--- config.mk ---
export PLATFORM = sky130hd
export DESIGN_NAME = adc_stream_serializer
export DESIGN_NICKNAME = d
export VERILOG_FILES = /design/src/rtl/adc_stream_serializer.sv
export SDC_FILE = /design/constraint.sdc
export NUM_CORES = 1
export LEC_CHECK = 0
export CAP_MARGIN = 40
export CORE_AREA = 4 4 41 43
export CTS_CLUSTER_DIAMETER = 80
export DETAILED_ROUTE_END_ITERATION = 8
export DIE_AREA = 0 0 45 47
export SLEW_MARGIN = 20
export SYNTH_ARGS = -nofsm -noshare
export SYNTH_HDL_FRONTEND = slang
export SYNTH_SLANG_ARGS = --single-unit
--- constraint.sdc ---
create_clock -name clk -period 2 [get_ports clk]
set_clock_uncertainty 0.1 [all_clocks]
set_input_delay 0.2 -clock clk [delete_from_list [all_inputs] [get_ports clk]]
set_output_delay 0.2 -clock clk [all_outputs]
set_load 0.05 [all_outputs]
--- src/rtl/adc_stream_serializer.sv ---
// rtl/adc_stream_serializer.sv - parallel-to-serial word transmitter with frame marker and done pulse
//
// Accepts one WIDTH-bit word per din_valid/din_ready handshake and shifts it
// out on sout, holding each bit for DIV clocks. sframe marks the first bit of
// each word; done pulses for one cycle after the last bit period of a word.
//
// Ports:
//   clk        system clock, all logic on posedge
//   rst_n      asynchronous active-low reset
//   din        parallel word to transmit
//   din_valid  din holds a word to send
//   din_ready  block can accept a word this cycle (combinational)
//   sout       serial data bit, registered
//   sframe     high for all DIV cycles of the first bit of each word
//   busy       high while a word is being shifted
//   done       one-cycle pulse after the last bit of a word completes
module adc_stream_serializer #(
  parameter int WIDTH     = 4,
  parameter int DIV       = 1,
  parameter bit MSB_FIRST = 1'b1
) (
  input  logic             clk,
  input  logic             rst_n,
  input  logic [WIDTH-1:0] din,
  input  logic             din_valid,
  output logic             din_ready,
  output logic             sout,
  output logic             sframe,
  output logic             busy,
  output logic             done
);

  localparam int BW = $clog2(WIDTH);
  localparam int DW = (DIV > 1) ? $clog2(DIV) : 1;
  localparam logic [BW-1:0] BIT_LAST = BW'(WIDTH - 1);
  localparam logic [DW-1:0] DIV_LAST = DW'(DIV - 1);

  typedef enum logic {S_IDLE, S_SHIFT} state_t;

  state_t           r_state,   w_state_nxt;
  logic [WIDTH-1:0] r_shift,   w_shift_nxt;
  logic [BW-1:0]    r_bit_cnt, w_bit_cnt_nxt;
  logic [DW-1:0]    r_div_cnt, w_div_cnt_nxt;
  logic             r_sout,    w_sout_nxt;
  logic             r_sframe,  w_sframe_nxt;
  logic             r_busy,    w_busy_nxt;
  logic             r_done,    w_done_nxt;

  logic             w_bit_end;
  logic             w_word_end;
  logic             w_accept;
  logic             w_first_bit;
  logic             w_next_bit;
  logic [WIDTH-1:0] w_shifted;

  // The outgoing bit always sits at one end of r_shift; the register shifts
  // toward that end so the following bit is next in line.
  assign w_first_bit = MSB_FIRST ? din[WIDTH-1]     : din[0];
  assign w_next_bit  = MSB_FIRST ? r_shift[WIDTH-2] : r_shift[1];
  assign w_shifted   = MSB_FIRST ? {r_shift[WIDTH-2:0], 1'b0}
                                 : {1'b0, r_shift[WIDTH-1:1]};

  assign w_bit_end  = (r_div_cnt == DIV_LAST);
  assign w_word_end = (r_state == S_SHIFT) && w_bit_end && (r_bit_cnt == BIT_LAST);
  // Ready during the last clock of the last bit lets words run back to back.
  assign din_ready  = (r_state == S_IDLE) || w_word_end;
  assign w_accept   = din_valid && din_ready;

  always_comb begin
    w_state_nxt   = r_state;
    w_shift_nxt   = r_shift;
    w_bit_cnt_nxt = r_bit_cnt;
    w_div_cnt_nxt = r_div_cnt;
    w_sout_nxt    = r_sout;
    w_sframe_nxt  = r_sframe;
    w_done_nxt    = 1'b0;

    if (w_accept) begin
      w_state_nxt   = S_SHIFT;
      w_shift_nxt   = din;
      w_bit_cnt_nxt = '0;
      w_div_cnt_nxt = '0;
      w_sout_nxt    = w_first_bit;
      w_sframe_nxt  = 1'b1;
      // A reload on the final edge still reports completion of the old word.
      w_done_nxt    = w_word_end;
    end else if (r_state == S_SHIFT) begin
      if (!w_bit_end) begin
        w_div_cnt_nxt = r_div_cnt + DW'(1);
      end else if (r_bit_cnt == BIT_LAST) begin
        w_state_nxt   = S_IDLE;
        w_shift_nxt   = '0;
        w_bit_cnt_nxt = '0;
        w_div_cnt_nxt = '0;
        w_sout_nxt    = 1'b0;
        w_sframe_nxt  = 1'b0;
        w_done_nxt    = 1'b1;
      end else begin
        w_shift_nxt   = w_shifted;
        w_bit_cnt_nxt = r_bit_cnt + BW'(1);
        w_div_cnt_nxt = '0;
        w_sout_nxt    = w_next_bit;
        w_sframe_nxt  = 1'b0;
      end
    end

    w_busy_nxt = (w_state_nxt == S_SHIFT);
  end

  always_ff @(posedge clk or negedge rst_n) begin
    if (!rst_n) begin
      r_state   <= S_IDLE;
      r_shift   <= '0;
      r_bit_cnt <= '0;
      r_div_cnt <= '0;
      r_sout    <= 1'b0;
      r_sframe  <= 1'b0;
      r_busy    <= 1'b0;
      r_done    <= 1'b0;
    end else begin
      r_state   <= w_state_nxt;
      r_shift   <= w_shift_nxt;
      r_bit_cnt <= w_bit_cnt_nxt;
      r_div_cnt <= w_div_cnt_nxt;
      r_sout    <= w_sout_nxt;
      r_sframe  <= w_sframe_nxt;
      r_busy    <= w_busy_nxt;
      r_done    <= w_done_nxt;
    end
  end

  assign sout   = r_sout;
  assign sframe = r_sframe;
  assign busy   = r_busy;
  assign done   = r_done;

endmodule
==> impl_results.md <==
- Clock power frac: 0.145
- Critical Path Sink Type: output pin
- H-tree levels: 1
- GRT overflow: 0
- Via count: 343
- Post-cts hold buffer count: 0
- Power density over cell area: 1710 nW/um^2
- CTS tree: built
- Post-synthesis register bit count: 9
- Top Ports: 12
- GRT Overall Usage: 0.105
- Number of global-route vias before repair: 358
- DRT Wirelength: 906 um
- Reg-to-reg startpoint: r_bit_cnt[0]$_DFFE_PN0P_
- Peak supply drop: 935 uV
- DP HPWL: 674 um
- Max cap viols: 0
- DR pass1 iterations: 4
- Ant diodes: 0
- Sw Pwr: 0.432 mW
- Final period util: 0.935
- Final hold vios: 0
- Post-CTS Setup Inserts: 0
- Post-synthesis sequential area ratio: 0.547
- Reg2Reg Depth: 4
- Slowest CP cell: clkdlybuf4s50_1
- Sw Share: 0.449
- RR Endpoint: sout$_DFFE_PN0P_
- Initial Util: 0.316
- Mean Syn Cell Area: 11.8 sq um
- Buffer levels on the longest clock path: 2
- FP Rows: 13
- DRC viols: 0
- Critical path class: register to output pin
- Sequential power share: 0.335
- Post-Syn Area: 412 sq um
- DR iter-0 viols: 6
- Total negative slack: 0 ns
- CP Launch Type: register
- Clk Latency, worst-skew pair: 0.26 ns
- Via density per instance: 5.28
- Outcome: finished clean
- Clk slew on worst S/H paths: 0.06 ns
- Die W: 45 um
- Crit path DAT: 1.57 ns
- Crit path cell chain: clkdlybuf4s50_1
- Lkg Pwr: 0.261 nW
- Initial antenna violation count: 0
- Layout cell share with drive strength beyond 1: 0.120
- CTS root buffer: clkbuf_4
- Slew Viols, Final: 0
- Worst Tran Pin Value: 0.496 ns
- Largest net degree at the start of global routing: 10
- Die Ht: 47 um
- Buf/Inv on CP: 1
- Final setup viols: 0
- R2r setup slk: 0.36 ns
- Unrepaired setup endpoints after global routing: no
- GPL Wtd Cong: 0.805
- Comb power frac: 0.520
- CTS Buf Count: 3
- Post-cts gate resize count: 0
- WL/cell: 13.9 um
- Remaining antenna violation count: 0
- Crit-path max FO: 8
- Min-Delay Path Class: input pin to async pin
- Hold Worst Slack: 0.134 ns
- Cell count after synthesis: 35
- Worst path required time: 1.70 ns
- Critical Path Max Stage Delay: 0.85 ns
- CORE AREA: 1300 sq um
- DIE AREA: 2120 sq um
- Pint: 0.531 mW
- Largest delay share family, worst path: buffers and inverters
- Rel. slew slack: 0.668
- Final min period: 1.87 ns
- Synth Net Count: 44
- Global-route wire length before repair: 1.52 mm
- IO buf count: 11
- TritonCTS Sinks: 9
- Final Net Count: 60
- F_max: 535 MHz
- YS warnings: 0
- Layout overhead on the synthesized area: 37.1%
- Cell variety after synth: 17
-- final cells by class --
| cell class | instances | area [sq um] |
|---|---|---|
| Tap cell | 15 | 18.8 |
| Clock buffer | 4 | 26.3 |
| Multi-Input combinational cell | 25 | 183 |
| Sequential cell | 9 | 225 |
| Fill cell | 133 | 737 |
| Inverter | 1 | 3.75 |
| Timing Repair Buffer | 11 | 108 |
-- per-stage QoR --
step	util	area (sq um)	instances	setup WS, ns	power [mW]
6_report	0.434	564	65	0.130	0.963
2_1_floorplan	-	412	35	0.132	0.667
3_5_place_dp	0.413	538	61	0.246	0.825
3_3_place_gp	0.413	538	61	0.328	0.810
4_1_cts	0.434	564	65	0.110	0.973
5_1_grt	0.434	564	65	0.0623	1.03
-- state kept, by name, indices dropped and copies added (netlist names) --
name and cells:
busy 1, sframe 1, sout 1, done 1, r_bit_cnt 2, r_shift 3
-- metal layers --
layer / global-route usage / wire, um / vias to the layer above
li1: - / - / 160
met1: 0.129 / 414 / 170
met2: 0.153 / 427 / 13
met3: 0.0613 / 64 / 0
met4: 0.0351 / 0 / 0
met5: 0 / 0 / -
-- cell families after synthesis --
| family | synth area share |
|---|---|
| AND/OR/NAND/NOR | 0.188 |
| AO/OA/AOI/OAI | 0.195 |
| buffers and inverters | 0.00911 |
| adder cells (fa/ha/maj) | 0.0608 |
| flip-flops | 0.547 |
-- cell usage after synthesis --
master,count,share of area
and2_4,1,0.021
and2_1,1,0.015
a221o_1,3,0.073
inv_1,1,0.0091
dfrtp_1,9,0.55
nand2b_2,1,0.021
a21oi_1,3,0.036
a22o_1,1,0.021
o32ai_1,1,0.021
nand2_1,2,0.018
ha_1,2,0.061
and3_1,2,0.030
nor3b_1,3,0.055
o21ai_0,2,0.024
a21o_1,1,0.018
nand3b_1,1,0.018
nor2_1,1,0.0091
-- placed cells by master (no fill, tap or decap) --
master,instances
a22o_1,1
clkbuf_1,1
a221o_1,3
and2_4,1
buf_4,1
inv_1,1
a21oi_1,3
nand3b_1,1
clkbuf_4,3
nor3b_1,3
nor2_1,1
ha_1,2
and3_1,2
clkdlybuf4s50_1,10
and2_1,1
a21o_1,1
dfrtp_1,9
nand2_1,2
o32ai_1,1
nand2b_2,1
o21ai_0,2
-- worst max-delay path by stage --
stage | endpoint | slack [ns] | cells after the start | startpoint
floorplan | sout$_DFFE_PN0P_ | 0.13 | 3 | busy$_DFF_PN0_
global placement | r_shift[1]$_DFFE_PN0P_ | 0.33 | 4 | din_valid
detailed placement | r_shift[2]$_DFFE_PN0P_ | 0.25 | 4 | din_valid
CTS | busy | 0.11 | 1 | busy$_DFF_PN0_
global route | busy | 0.06 | 1 | busy$_DFF_PN0_
finish | busy | 0.13 | 1 | busy$_DFF_PN0_
-- power by group through the flow --
stage | combinational, mW | clock [mW] | sequential, mW
final | 0.501 | 0.139 | 0.323
after global routing | 0.536 | 0.159 | 0.334
after CTS | 0.505 | 0.146 | 0.322
after detailed placement | 0.502 | 0 | 0.323
after global placement | 0.490 | 0 | 0.320
after floorplan | 0.244 | 0 | 0.423
Note: power is estimated with default switching activity, not from simulation.
